==> src/rtl/shift_reg_ctrl_pkg.sv <==
// Shared definitions for the serial shift-register sequencer.
//   state_e    : FSM state encodings (IDLE=0, SHIFT=1, GAP=2)
//   gap_cnt_w  : width of the inter-word gap counter for a given gap length
package shift_reg_ctrl_pkg;

  typedef enum logic [1:0] {
    IDLE  = 2'd0,
    SHIFT = 2'd1,
    GAP   = 2'd2
  } state_e;

  // Gap counter holds GAP_CYCLES-1 down to 0; keep at least one bit.
  function automatic int unsigned gap_cnt_w(input int unsigned gap_cycles);
    return (gap_cycles < 2) ? 1 : $clog2(gap_cycles);
  endfunction

endpackage : shift_reg_ctrl_pkg

==> src/rtl/shift_reg_ctrl_if.sv <==
// Word-level valid/ready handshake between a producer and the sequencer.
//   in_valid : producer has a word on in_data
//   in_data  : parallel word, WIDTH bits
//   in_ready : sequencer accepts in_data this cycle
// Modports: master = producer side, slave = sequencer side.
interface shift_reg_ctrl_if #(
  parameter int unsigned WIDTH = 8
);

  logic             in_valid;
  logic [WIDTH-1:0] in_data;
  logic             in_ready;

  modport master (
    output in_valid,
    output in_data,
    input  in_ready
  );

  modport slave (
    input  in_valid,
    input  in_data,
    output in_ready
  );

endinterface : shift_reg_ctrl_if

==> src/rtl/shift_reg_core.sv <==
// WIDTH-bit parallel-load shift register with a single serial tap.
//   clock, reset_n : clock and async active-low clear
//   load           : capture din (takes priority over shift_en)
//   shift_en       : move one position toward the serial tap
//   din            : parallel word
//   ser_out        : current serial bit (MSB when MSB_FIRST != 0, else LSB)
module shift_reg_core #(
  parameter int unsigned WIDTH     = 8,
  parameter int unsigned MSB_FIRST = 1
) (
  input  logic             clock,
  input  logic             reset_n,
  input  logic             load,
  input  logic             shift_en,
  input  logic [WIDTH-1:0] din,
  output logic             ser_out
);

  logic [WIDTH-1:0] sreg;
  logic [WIDTH-1:0] shifted;

  // Direction is fixed at elaboration; vacated positions fill with zero.
  if (MSB_FIRST != 0) begin : g_msb_first
    assign shifted = {sreg[WIDTH-2:0], 1'b0};
    assign ser_out = sreg[WIDTH-1];
  end else begin : g_lsb_first
    assign shifted = {1'b0, sreg[WIDTH-1:1]};
    assign ser_out = sreg[0];
  end

  // Storage register.
  always_ff @(posedge clock or negedge reset_n) begin
    if (!reset_n) begin
      sreg <= '0;
    end else if (load) begin
      sreg <= din;
    end else if (shift_en) begin
      sreg <= shifted;
    end
  end

endmodule : shift_reg_core

==> src/rtl/shift_reg_ctrl.sv <==
// Sequencer for a bit-serial datapath: accepts words over a valid/ready handshake,
// shifts them out one bit per clock and optionally forces idle gaps between words.
//   clock, reset_n : clock and async active-low reset
//   enable         : permits acceptance of new words
//   in_if          : word handshake (slave side; in_ready is combinational)
//   ser_out        : current serial bit
//   ser_valid      : ser_out carries a valid bit
//   bit_cnt        : bits remaining after the current one (WIDTH-1 .. 0)
//   busy           : FSM not in IDLE
//   done           : one-cycle pulse in the cycle after a word's last bit
module shift_reg_ctrl
  import shift_reg_ctrl_pkg::*;
#(
  parameter int unsigned WIDTH      = 8,
  parameter int unsigned GAP_CYCLES = 0,
  parameter int unsigned MSB_FIRST  = 1
) (
  input  logic                     clock,
  input  logic                     reset_n,
  input  logic                     enable,
  shift_reg_ctrl_if.slave          in_if,
  output logic                     ser_out,
  output logic                     ser_valid,
  output logic [$clog2(WIDTH)-1:0] bit_cnt,
  output logic                     busy,
  output logic                     done
);

  localparam int unsigned CNT_W = $clog2(WIDTH);
  localparam int unsigned GAP_W = gap_cnt_w(GAP_CYCLES);
  localparam bit          CHAIN = (GAP_CYCLES == 0);

  state_e             state;
  state_e             state_nxt;
  logic [CNT_W-1:0]   cnt_nxt;
  logic [GAP_W-1:0]   gap_cnt;
  logic [GAP_W-1:0]   gap_nxt;
  logic               done_nxt;
  logic               load;
  logic               shift_en;
  logic               last_bit;
  logic               ready_c;
  logic               accept;

  assign last_bit = (state == SHIFT) && (bit_cnt == '0);

  // Ready in IDLE, or in the last bit cycle when words may be chained.
  assign ready_c = reset_n && enable &&
                   ((state == IDLE) || (CHAIN && last_bit));
  assign in_if.in_ready = ready_c;
  assign accept         = in_if.in_valid && ready_c;

  // State register.
  always_ff @(posedge clock or negedge reset_n) begin
    if (!reset_n) begin
      state <= IDLE;
    end else begin
      state <= state_nxt;
    end
  end

  // Next-state, counter and datapath control.
  always_comb begin
    state_nxt = state;
    cnt_nxt   = bit_cnt;
    gap_nxt   = gap_cnt;
    done_nxt  = 1'b0;
    load      = 1'b0;
    shift_en  = 1'b0;

    case (state)
      IDLE: begin
        if (accept) begin
          load      = 1'b1;
          cnt_nxt   = CNT_W'(WIDTH - 1);
          state_nxt = SHIFT;
        end
      end

      SHIFT: begin
        if (bit_cnt == '0) begin
          done_nxt = 1'b1;
          if (accept) begin
            // Reload in place: next word's first bit follows with no bubble.
            load    = 1'b1;
            cnt_nxt = CNT_W'(WIDTH - 1);
          end else begin
            shift_en = 1'b1;
            if (CHAIN) begin
              state_nxt = IDLE;
            end else begin
              gap_nxt   = GAP_W'(GAP_CYCLES - 1);
              state_nxt = GAP;
            end
          end
        end else begin
          shift_en = 1'b1;
          cnt_nxt  = bit_cnt - CNT_W'(1);
        end
      end

      GAP: begin
        if (gap_cnt == '0) begin
          state_nxt = IDLE;
        end else begin
          gap_nxt = gap_cnt - GAP_W'(1);
        end
      end

      default: begin
        state_nxt = IDLE;
      end
    endcase
  end

  // Registered status outputs and counters, derived from the next state.
  always_ff @(posedge clock or negedge reset_n) begin
    if (!reset_n) begin
      bit_cnt   <= '0;
      gap_cnt   <= '0;
      done      <= 1'b0;
      ser_valid <= 1'b0;
      busy      <= 1'b0;
    end else begin
      bit_cnt   <= cnt_nxt;
      gap_cnt   <= gap_nxt;
      done      <= done_nxt;
      ser_valid <= (state_nxt == SHIFT);
      busy      <= (state_nxt != IDLE);
    end
  end

  shift_reg_core #(
    .WIDTH     (WIDTH),
    .MSB_FIRST (MSB_FIRST)
  ) u_core (
    .clock    (clock),
    .reset_n  (reset_n),
    .load     (load),
    .shift_en (shift_en),
    .din      (in_if.in_data),
    .ser_out  (ser_out)
  );

endmodule : shift_reg_ctrl

==> src/flat_wrapper.sv <==
// flat-port wrapper written by rule: the top's interface ports become plain ports
module shift_reg_ctrl_flat import shift_reg_ctrl_pkg::*;
#(
  parameter int unsigned WIDTH      = 8,
  parameter int unsigned GAP_CYCLES = 0,
  parameter int unsigned MSB_FIRST  = 1
)
  (clock, reset_n, enable, ser_out, ser_valid, bit_cnt, busy, done, in_if_in_valid, in_if_in_data, in_if_in_ready);
  shift_reg_ctrl_if #(.WIDTH(WIDTH)) in_if_i ();
  input  logic clock;
  input  logic reset_n;
  input  logic enable;
  output logic ser_out;
  output logic ser_valid;
  output logic [$clog2(WIDTH)-1:0] bit_cnt;
  output logic busy;
  output logic done;
  input wire logic [$bits(in_if_i.in_valid)-1:0] in_if_in_valid;
  input wire logic [$bits(in_if_i.in_data)-1:0] in_if_in_data;
  output wire logic [$bits(in_if_i.in_ready)-1:0] in_if_in_ready;
  assign in_if_i.in_valid = in_if_in_valid;
  assign in_if_i.in_data = in_if_in_data;
  assign in_if_in_ready = in_if_i.in_ready;
  shift_reg_ctrl #(.WIDTH(WIDTH), .GAP_CYCLES(GAP_CYCLES), .MSB_FIRST(MSB_FIRST)) u_core (.clock(clock), .reset_n(reset_n), .enable(enable), .in_if(in_if_i), .ser_out(ser_out), .ser_valid(ser_valid), .bit_cnt(bit_cnt), .busy(busy), .done(done));
endmodule
==> config.mk <==
export PLATFORM = sky130hd
export DESIGN_NAME = shift_reg_ctrl_flat
export DESIGN_NICKNAME = d
export VERILOG_FILES = /design/src/rtl/shift_reg_ctrl_pkg.sv /design/src/rtl/shift_reg_ctrl_if.sv /design/src/rtl/shift_reg_core.sv /design/src/rtl/shift_reg_ctrl.sv /design/src/flat_wrapper.sv
export SDC_FILE = /design/constraint.sdc
export NUM_CORES = 1
export LEC_CHECK = 0
export ABC_AREA = 1
export CAP_MARGIN = 20
export CORE_MARGIN = 5
export CORE_UTILIZATION = 35
export CTS_BUF_LIST = sky130_fd_sc_hd__clkbuf_16
export DETAILED_ROUTE_END_ITERATION = 7
export PLACE_DENSITY = 0.68
export SLEW_MARGIN = 40
export SYNTH_ARGS = -nofsm -noshare
export SYNTH_HDL_FRONTEND = slang
export SYNTH_SLANG_ARGS = --single-unit
==> constraint.sdc <==
create_clock -name clock -period 1.7 [get_ports clock]
set_input_delay 0.255 -clock clock [delete_from_list [all_inputs] [get_ports clock]]
set_output_delay 0.255 -clock clock [all_outputs]
set_load 0.005 [all_outputs]
Word-level counts from Yosys, hierarchy flattened
Cells that the tools add are included.
- output and inout port bits: 8
- register bits after elaboration: 17
- add/subtract/negate cells: 2
- muxes and demuxes: 19
- reductions and logical operators: 10
- eq/ne operators: 3
- operators by type and width (operator ; number):
    8-bit 2-to-1 mux ; 2
    1-bit 2-to-1 mux ; 8
    2-bit 2-to-1 mux ; 4
    3-bit 2-to-1 mux ; 2
    2-bit case mux with 3 select lines ; 1
    3-bit case mux with 2 select lines ; 1
    2-bit nonzero test ; 3
    2-bit by 1-bit == test with 1-bit output (second input constant) ; 2
    1-bit logical AND ; 4
    3-bit zero test ; 1
    3-bit by 1-bit subtractor with 3-bit output (second input constant) ; 1
    2-bit == test (second input constant) ; 1
    2-bit zero test ; 1
    1-bit case mux with 2 select lines ; 1
    1-bit logical OR ; 1
    1-bit subtractor (second input constant) ; 1

Depth between registers and ports, before layout
- depth after elaboration: 10
- gate-level depth with buffers: 10
- depth with buffers taken out: 9

Hierarchy
Synthesis repeated with hierarchy kept, for this count alone.
- cell total of the unflattened synthesis: 91
- area, all modules: 812.0 µm²
- modules (own cells, without submodules) (module ; cells an instance ; area an instance (µm²) ; instances ; sequential area each (µm²)):
    shift_reg_ctrl ; 48 ; 435.4 ; 1 ; 200.2
    shift_reg_core ; 43 ; 376.6 ; 1 ; 200.2

Worst setup path after synthesis
Ideal clock, no wire load.
- kind: flip-flop to flip-flop
- start point: register u_core.bit_cnt[0]
- end point: register u_core.u_core.sreg[7]
- data required time: 1587 ps
- clock period less this slack: 1344 ps
- setup time: 113 ps
- path slack: 356 ps
- stages on the path, launching flop included: 11
- data arrival time: 1231 ps
- cell sequence: dfrtp_1 > inv_1 > ha_1 > nand2_2 > nand2_2 > nand3_2 > buf_6 > nand2_1 > nand2_1 > nand2_1 > inv_1
- cells in the longest elaborated chain, start to end: 9
- RTL lines (item ; RTL line ; source):
    start: declaration ; shift_reg_ctrl.sv:24 ; output logic [$clog2(WIDTH)-1:0] bit_cnt,
    start signal: assignment ; shift_reg_ctrl.sv:125 ; bit_cnt <= cnt_nxt;
    3-bit zero test * ; shift_reg_ctrl.sv:45, shift_reg_ctrl.sv:81 ;
    1-bit logical AND ; shift_reg_ctrl.sv:45 ; assign last_bit = (state == SHIFT) && (bit_cnt == '0);
    1-bit logical OR ; shift_reg_ctrl.sv:49 ; ((state == IDLE) || (CHAIN && last_bit));
    1-bit logical AND ; shift_reg_ctrl.sv:48 ; assign ready_c = reset_n && enable &&
    1-bit logical AND ; shift_reg_ctrl.sv:51 ; assign accept = in_if.in_valid && ready_c;
    1-bit 2-to-1 mux (on tied branches) ; shift_reg_ctrl.sv:73, shift_reg_ctrl.sv:83 ;
    1-bit 2-to-1 mux ; shift_reg_ctrl.sv:81 ; if (bit_cnt == '0) begin
    1-bit case mux with 2 select lines or 1-bit 2-to-1 mux (tied branches) ; shift_reg_ctrl.sv:71 ; case (state)
    8-bit 2-to-1 mux or 2-bit nonzero test (tied branches) ; -- ;
    end signal: assignment ; shift_reg_core.sv:36 ; sreg <= din;
    end signal: assignment ; shift_reg_core.sv:38 ; sreg <= shifted;
    end: declaration ; shift_reg_core.sv:19 ; logic [WIDTH-1:0] sreg;
Mark *: on every way between the ends. The rest lies on a longest branch, timed or not.
A chain may end at the register's enable or synchronous reset.

Final worst setup path
- start point: register u_core.bit_cnt[1]
- end point: output port in_if_in_ready
- cells in the longest elaborated chain, start to end: 4
- RTL lines (item ; RTL line ; source):
    3-bit zero test ; shift_reg_ctrl.sv:45 ;
    1-bit logical AND ; shift_reg_ctrl.sv:45 ;
    1-bit logical OR ; shift_reg_ctrl.sv:49 ;
    1-bit logical AND ; shift_reg_ctrl.sv:48 ;
    end: declaration ; flat_wrapper.sv:20 ; output wire logic [$bits(in_if_i.in_ready)-1:0] in_if_in_ready;
Every way passes these cells.

==> metrics.md <==
| Metric | Value |
|---|---|
| Status | complete, no violations |
| Register area | 400 sq um |
| Kind of critical path | reg2out |
| MaxCap Viol Count | 0 |
| R2r startpoint | u_core.bit_cnt[1] |
| Hold-fix buffers, CTS | 0 |
| Fin crit period | 1.58 ns |
| Area Growth Syn to Fin | 41.2% |
| TritonCTS Buffers | 3 |
| Via Count | 772 |
| Number of global-route vias before repair | 776 |
| Top-count cell post-synth | nand2_1 |
| Diode count | 0 |
| Cell Rows | 18 |
| Worst Reg2Reg Path Length in Cells | 11 |
| Syn_area_per_cell | 7.82 sq um |
| First-pass GRT wire length | roughly 3200 um |
| Post-DP HPWL | 1330 um |
| Die ar. | 3580 sq um |
| GRT Overall Usage | 11.9% |
| Worst-Skew Late Latency | ~0.25 ns |
| Non-Filler Instances | 170 |
| Antenna Nets Post-Route | 0 |
| Root Buffer | clkbuf_16 |
| Largest net degree at the start of global routing | 17 |
| GPL Wtd Cong | 0.717 |
| # nets final | 155 |
| Mapped Cells | 111 |
| Post-synth EDFFs | 0 |
| Mapped Nets | 125 |
| Pwr Density | 1170 nW/um^2 |
| Critical Path RT | 1.44 ns |
| Drt initial violations | 20 |
| Pre-CTS setup slack | -0.0906 ns |
| Inst Count DP | approximately 160 |
| Chip Height | 59.8 um |
| Io pins | 20 |
| Yosys top cell area share | 46.1% |
| Worst Setup End Kind | primary output |
| CTS sink count | 16 |
| Area of the multi-input gates | 363 sq um |
| Clock tree from TritonCTS | built |
| Seq cells post-synth | 16 |
| Seq/Total Area, Yosys | 46.1% |
| Fin. Hold Viols | 0 |
| Final setup TNS | 0 ns |
| Setup violations, final | 0 |
| Mapped Area | a little under 900 sq um |
| # port buffers | 19 |
| Utilization after layout | 50.4% |
| Crit path launch | u_core.bit_cnt[1] |
| Post-synth top flop | dfrtp_1 |
| Placed cell areas | around 1100 sq um |
| Maximum VDD drop | around 0.00084 V |
| Clk buf depth | 2 |
| P_leak | 0.680 nW |
| Max Fclk | between 0.6 and 0.7 GHz |
| Final WL | 1890 um |
| Area of the core | 2430 sq um |
| Initial Util | 35.7% |
| Commonest cells post-synth | nand2_1, inv_1, dfrtp_1 |
| Routed WL per cell | 11.1 um |
| Die Width | between 50 and 60 um |
| Hold crit path type | in2async |
| Yosys warnings | 0 |
| Layout cells sized above 1 | 17.1% |
| Final worst setup slack | 0.119 ns |
| Cell taking the most area after synthesis | dfrtp_1 |
| CP Data Arrival Time | 1.33 ns |
| Reg clk slew, reported paths | 0.05 ns |
| RSZ-0062 raised after global routing | false |
| Worst setup SP type | register |
| Synth top area cells | dfrtp_1, nand2_1, inv_1 |
| Reg2reg setup slack | between 0.2 and 0.25 ns |
| Worst hold margin | around 0.39 ns |
| Total power | 1.44 mW |
| Critical Path Fanout Max | 3 |
| Vias per cell | 4.54 |
| Antenna violations before repair | 0 |
| Async set-reset flop share out of synthesis | 100% |
| Worst clock skew | 0.00155 ns |
| Unique masters post-synth | 19 |
| Fin. max-slew vios | 0 |
| Fin crit share | 93.0% |
| DR pass1 iterations | 4 |
| Design area | around 1200 sq um |
| Fill cells | around 250 |
| Worst reg2reg path endpoint | u_core.u_core.sreg[3] |
| Residual DRC | 0 |
| Gr ovfl total | 0 |
| H-Tree Depth | 1 |
[registers in the layout, indices dropped and copies added (netlist names)]
name	flops
u_core.u_core.sreg	8
u_core.state	2
u_core.busy	1
u_core.done	1
u_core.bit_cnt	3
u_core.ser_valid	1
[where the power goes]
group | internal (mW) | switching, mW
Clock | 0.312 | 0.147
Combinational | 0.249 | 0.215
Sequential | 0.474 | 0.0434
[critical path, cell delays in order (launching register included)]
cell	delay (ns)
dfrtp_1	0.39
inv_2	0.09
ha_4	0.14
nand2_2	0.07
nand2_2	0.07
nand2_1	0.05
inv_1	0.06
dlygate4sd2_1	0.23
[cells by family (layout without fill, tap and decap cells)]
family	after synthesis	in the layout	synth area share, %
other cells	1	1	0.432
fa+ha+maj	2	2	2.88
buf+inv	26	55	13.5
simple gates	64	64	35.6
flops	16	16	46.1
compound gates	2	2	1.44
[final cells by class]
cell class	instances	share of cell area, %
flip-flops and latches	16	32.7
clock inverters	1	0.306
inverters	22	6.73
well taps	30	3.06
clock buffers	3	6.12
multi-input cells	69	29.6
repair buffers	29	21.5
[worst max path at each step]
stage	end	slack [ns]	cells after the start
floorplan	u_core.u_core.sreg[7]	0.36	10
global placement	in_if_in_ready	-0.09	6
detailed placement	in_if_in_ready	-0.09	6
CTS	in_if_in_ready	0.11	7
global route	in_if_in_ready	0.004	7
finish	in_if_in_ready	0.12	7
[routing by layer]
metal	global-route usage [%]	routed length, um
met1	14.8	861
met2	19.1	892
met3	3.02	123
met4	5.38	10
met5	0	0
[cells in the final DEF (no fill, tap or decap), drive strengths merged, types with 2 or more instances in the layout]
| cell | instances |
|---|---|
| nand2 | 40 |
| nand4 | 7 |
| inv | 22 |
| ha | 2 |
| dfrtp | 16 |
| nor2 | 4 |
| clkbuf | 3 |
| buf | 10 |
| nand3 | 11 |
| clkdlybuf4s50 | 18 |
[what timing repair did]
item | in CTS | in global routing
endpoints found under the hold margin | 0 | 0
endpoints found under the setup margin | 1 | 0
buffers inserted | 2 | 0
resized for setup | 5 | 0
(Power assumes the default switching activity.)
==> RTL change 1 (config.mk and constraints unchanged) <==
`MSB_FIRST` is set to 1 in 3 places; all go to 0.
--- a/src/rtl/shift_reg_core.sv
+++ b/src/rtl/shift_reg_core.sv
@@ -6,7 +6,7 @@
 //   ser_out        : current serial bit (MSB when MSB_FIRST != 0, else LSB)
 module shift_reg_core #(
   parameter int unsigned WIDTH     = 8,
-  parameter int unsigned MSB_FIRST = 1
+  parameter int unsigned MSB_FIRST = 0
 ) (
   input  logic             clock,
   input  logic             reset_n,
--- a/src/rtl/shift_reg_ctrl.sv
+++ b/src/rtl/shift_reg_ctrl.sv
@@ -13,7 +13,7 @@
 #(
   parameter int unsigned WIDTH      = 8,
   parameter int unsigned GAP_CYCLES = 0,
-  parameter int unsigned MSB_FIRST  = 1
+  parameter int unsigned MSB_FIRST  = 0
 ) (
   input  logic                     clock,
   input  logic                     reset_n,
--- a/src/flat_wrapper.sv
+++ b/src/flat_wrapper.sv
@@ -3,7 +3,7 @@
 #(
   parameter int unsigned WIDTH      = 8,
   parameter int unsigned GAP_CYCLES = 0,
-  parameter int unsigned MSB_FIRST  = 1
+  parameter int unsigned MSB_FIRST  = 0
 )
   (clock, reset_n, enable, ser_out, ser_valid, bit_cnt, busy, done, in_if_in_valid, in_if_in_data, in_if_in_ready);
   shift_reg_ctrl_if #(.WIDTH(WIDTH)) in_if_i ();
Formal check against the unedited RTL: not equivalent (a bounded check fails within 4 cycles, from zero or initial values and one cycle with reset_n low).
==> RTL change 1 against the original RTL <==
  * Synthesized cell count unchanged
  * Routed wire length increased by 5.9%
  * Worst setup slack improved by 0.064 ns
  * Total power decreased by 3.5%
  * Synthesized area increased by 6.2%
  * Sequential power about the same
  * Cell area increased by 2.1%
  * Critical path type is now reg -> reg
  * Via count decreased by 1.4%
  * Sequential cell count unchanged
==> RTL change 1: results (changes against the original RTL) <==
Route:
- The number of DRC markers in iteration 0 was 26 (+30%).
- The iteration count of the initial detailed-routing pass came to 4 (unchanged).
- The wire length on met1 is 872 µm (+1.3%).
- The total via count in the routed design is 761 (-1.4%).
- The post-detailed-routing wire length is 2.00 mm (+5.9%).
- The routed wire length on met3 was 107 µm (-13%).
- The amount of wire on met2 after detailed routing is 983 µm (+10%).

Clock tree:
- The clock transition at the registers of the reported paths is 0.05 ns (about the same).
- The number of clock buffers inserted by TritonCTS is 3 (unchanged).
- The number of buffers between clock root and the deepest sink is 2 (unchanged).
- The root buffer cell chosen for the clock tree is clkbuf_16.
- The count of H-tree levels built during CTS is 1 (unchanged).
- The source-to-sink clock delay at the later pin of the worst-skew pair is 0.25 ns (about the same).

Global routing:
- The via count of the first global-routing pass was 752 (-3.1%).
- The met3 usage was 0.0377 (+0.00750).
- The largest net degree at the start of global routing is 20 (+3).
- The met2 track demand over resource in global routing was 0.192 (+0.000485).
- The total global routing track utilization is 0.126 (+0.00712).
- The first-pass GRT wire length was 3.37 mm (+4.7%).
- The global-route track usage on met1 is 0.166 (+0.0176).
- The busiest metal layer after global routing is met2.
- The initial antenna violation count is 0 (unchanged).

Pwr:
- The peak supply drop came to 850 µV (+1.3%).
- The static leakage is 0.672 nW (-1.3%).
- The net switching power is 0.391 mW (-3.8%).

Logic synthesis:
- The fraction of registers with async set or reset after synthesis is 1.00 (unchanged).
- The unique cell type count in the Yosys netlist is 21 (+2).
- The most frequently used flop master after synthesis is dfrtp_1.
- Yosys attributes the largest share of cell area to dfrtp_1, nand2_1, inv_1.
- The synthesized net count came to 125 (unchanged).
- After synthesis, the most frequently instantiated cells are nand2_1, inv_1, dfrtp_1.
- The portion of the post-synthesis area used by sequential elements is 0.434 (-0.0269).
- The count of synthesis-stage warnings from yosys is 0 (unchanged).

STA:
- The final setup skew is 0.00350 ns (+0.00195 ns).

Hold path:
- The tightest min-delay check is of the in -> async type.

Critical path:
- The arrival time reported for the critical path endpoint is 1.66 ns (+0.33 ns).
- The worst-path maximum fanout is 8 (+5).

Final layout:
- The number of antenna repair diodes is 0 (unchanged).
- In the final layout, the registers with the most flip-flops are u_core.u_core.sreg: 8 flops, u_core.bit_cnt: 3 flops, u_core.state: 2 flops.
- The layout cell share with drive strength beyond 1 is 0.241 (+0.0694).
- The number of fill cells is 244 (-1.2%).
- The final net count is 153 (-1.3%).

Placed design:
- The global placement routability congestion was 0.744 (+3.8%).
- The HPWL after detailed placement is 1.41 mm (+5.9%).
- The count of buffers inserted at the top-level ports is 19 (unchanged).

Run status:
- The run finished with clean final reports.
-- RTL change 1: changes by cell type in the layout (fill, tap and decap cells not counted), moves of 2 or more --
cell,unedited run,this run
buf_4,10,7
nand2_2,4,10
nand2_4,0,2
nand2_1,36,28
-- RTL change 1: cell families after synthesis --
logic type	share of synthesized area
AOI/OAI and AO/OA	0.0176
and+or+nand+nor	0.381
DFF	0.434
buffers and inverters	0.136
other	0.00407
adders and majority gates	0.0271
-- RTL change 1: stage by stage --
| step | hold slack (ns) | area, µm² | setup WS (ns) | instances | total power, mW |
|---|---|---|---|---|---|
| detailed placement | 0.489 | 1150 | -0.109 | 162 | 0.933 |
| global placement | 0.475 | 1150 | -0.0956 | 162 | 0.916 |
| global route | 0.425 | 1250 | 0.0623 | 167 | 1.49 |
| CTS | 0.399 | 1230 | 0.0555 | 165 | 1.41 |
| floorplan | -0.0406 | 922 | 0.335 | 111 | 0.746 |
| finish | 0.395 | 1250 | 0.183 | 167 | 1.39 |
-- RTL change 1: cell type report --
| cell class | instances | area (µm²) | share of cell area |
|---|---|---|---|
| Sequential cell | 16 | 400 | 0.320 |
| Multi-Input combinational cell | 69 | 399 | 0.319 |
| Timing Repair Buffer | 27 | 258 | 0.206 |
| Inverter | 22 | 82.6 | 0.0659 |
| Clock buffer | 3 | 75.1 | 0.0599 |
| Tap cell | 30 | 37.5 | 0.0300 |
-- RTL change 1: path summary, 6_finish.rpt --
path	slack [ns]	cells after the start	from	end
min in group clock	0.49	2	u_core.u_core.sreg[7]	u_core.u_core.sreg[7]
max in group asynchronous	1.12	2	reset_n	u_core.u_core.sreg[3]
setup / recovery	0.18	11	u_core.bit_cnt[1]	u_core.u_core.sreg[6]
hold reg to reg	0.49	2	u_core.u_core.sreg[7]	u_core.u_core.sreg[7]
setup reg to reg	0.18	11	u_core.bit_cnt[1]	u_core.u_core.sreg[6]
hold / removal	0.39	2	reset_n	u_core.u_core.sreg[0]
-- RTL change 1: power groups by stage --
| stage | Combinational, mW | Clock [mW] | Sequential (mW) |
|---|---|---|---|
| final | 0.414 | 0.457 | 0.518 |
| after global routing | 0.476 | 0.486 | 0.531 |
| after CTS | 0.419 | 0.472 | 0.519 |
| after detailed placement | 0.412 | 0 | 0.522 |
| after global placement | 0.399 | 0 | 0.518 |
| after floorplan | 0.226 | 0 | 0.520 |
-- RTL change 1: repair_timing --
action	4_1_cts	5_1_grt
setup buffers	0	2
setup endpoints to repair	1	7
gates cloned	0	0
pin swaps	1	0
gates resized for setup	3	2
-- RTL change 1: critical path: stages (launching register included) --
cell and delay (ns):
dfrtp_1 0.38, inv_2 0.07, ha_2 0.19, nand2_2 0.09
nand2_4 0.07, buf_4 0.16, nand3_4 0.08, buf_4 0.18
nand2_2 0.06, nand2_1 0.04, nand2_1 0.06, inv_1 0.04
==> RTL change 2 (same settings) <==
Made on the original files. Re-encode `state_e` (3 states) as one-hot, 3 bits wide.
--- a/src/rtl/shift_reg_ctrl_pkg.sv
+++ b/src/rtl/shift_reg_ctrl_pkg.sv
@@ -3,10 +3,10 @@
 //   gap_cnt_w  : width of the inter-word gap counter for a given gap length
 package shift_reg_ctrl_pkg;
 
-  typedef enum logic [1:0] {
-    IDLE  = 2'd0,
-    SHIFT = 2'd1,
-    GAP   = 2'd2
+  typedef enum logic [2:0] {
+    IDLE  = 3'b001,
+    SHIFT = 3'b010,
+    GAP   = 3'b100
   } state_e;
 
   // Gap counter holds GAP_CYCLES-1 down to 0; keep at least one bit.
Behaviour: same outputs for any inputs over 10 cycles, from zero or initial values and one cycle with reset_n low; not proved beyond that.
==> RTL change 2 against the original RTL <==
  * Count of clock-buffer cells in the layout did not move
  * Routed wire length rose by 12%
  * Synthesized area grew 2.7%
  * Total power shrank 15%
  * Die area is 2.3% higher
  * Highest routed layer unchanged
  * Worst setup slack got worse by 0.011 ns
  * Cell area grew 11%
  * Sequential power decreased by 3%
  * Global-route usage grew 0.95 points
  * Critical path depth is the same
  * Hold slack lost 0.024 ns
  * Sequential cell count grew 1
  * First-iteration DRC count shrank 5.0%
==> RTL change 2: results (changes against the original RTL) <==
Run status:
- The run finished with clean final reports.

Logic synthesis:
- The portion of the post-synthesis area used by sequential elements was 0.478 (+0.0172).
- The compound-cell area share of the yosys netlist was 0.0224 (+0.00803).
- After synthesis, the cell types taking the most area are dfrtp_1, nand2_1, inv_1.
- The synthesized net count was 123 (-1.6%).
- The mean area per synthesized cell is 8.18 µm² (+4.6%).
- The unique cell type count in the Yosys netlist came to 22 (+3).

Final layout:
- The sequential share of cell area is 0.313 (-0.0137).
- The number of multi-input logic gates came to 64 (-7.2%).
- In the final layout, the registers with the most flip-flops are u_core.u_core.sreg: 8 flops, u_core.bit_cnt: 3 flops, u_core.state: 3 flops.
- The filler-free cell count of the finished design came to 182 (+7.1%).
- The clock buffer and inverter area fraction after layout is 0.0578 (-0.00649).
- The number of signal-net buffers in the layout is 41 (+41%).
- The layout cell share with drive strength beyond 1 is 0.257 (+0.0852).
- The number of fill cells is 233 (-5.7%).

Pwr:
- The static leakage is 0.737 nW (+8.3%).
- The power density normalized to cell area came to 897 nW/µm² (-24%).

Clock tree:
- The number of gates resized after cts came to 6 (+1).

Placed design:
- The cell area reported after detailed placement is 1200 µm² (+7.0%).
- The HPWL after detailed placement was 1.45 mm (+8.8%).
- The global placement routability congestion is 0.769 (+7.3%).

Critical path:
- The worst-path maximum fanout was 2 (-1).

Global routing:
- The met2 track demand over resource in global routing is 0.182 (-0.00926).
- The total global routing track utilization was 0.128 (+0.00951).
- The via count of the first global-routing pass is 788 (+1.5%).
- The global-route track usage on met1 is 0.175 (+0.0262).
- The largest net degree at the start of global routing is 18 (+1).
- The met3 usage is 0.0511 (+0.0208).

Route:
- The number of DRC markers in iteration 0 is 19 (-5.0%).
- The detail-routed net length per standard cell was 11.6 µm (+4.4%).
-- RTL change 2: power by group --
group / total (mW) / switching, mW / internal [mW]
logic: 0.250 / 0.114 / 0.136
registers: 0.500 / 0.0328 / 0.467
clock network: 0.474 / 0.161 / 0.313
total: 1.22 / 0.308 / 0.916
-- RTL change 2: path summary, 6_finish.rpt --
kind / to / slack [ns] / cells after the start
hold reg to reg: u_core.u_core.sreg[6] / 0.48 / 2
hold / removal: u_core.u_core.sreg[6] / 0.37 / 2
max in group asynchronous: u_core.state[0] / 1.08 / 2
min in group clock: u_core.u_core.sreg[6] / 0.48 / 2
setup / recovery: in_if_in_ready / 0.11 / 7
setup reg to reg: u_core.u_core.sreg[2] / 0.14 / 12
-- RTL change 2: layer usage --
layer,wire length (µm),share of wire
met2,980,0.46
met3,122,0.058
met5,0,0
met4,34,0.016
met1,971,0.46
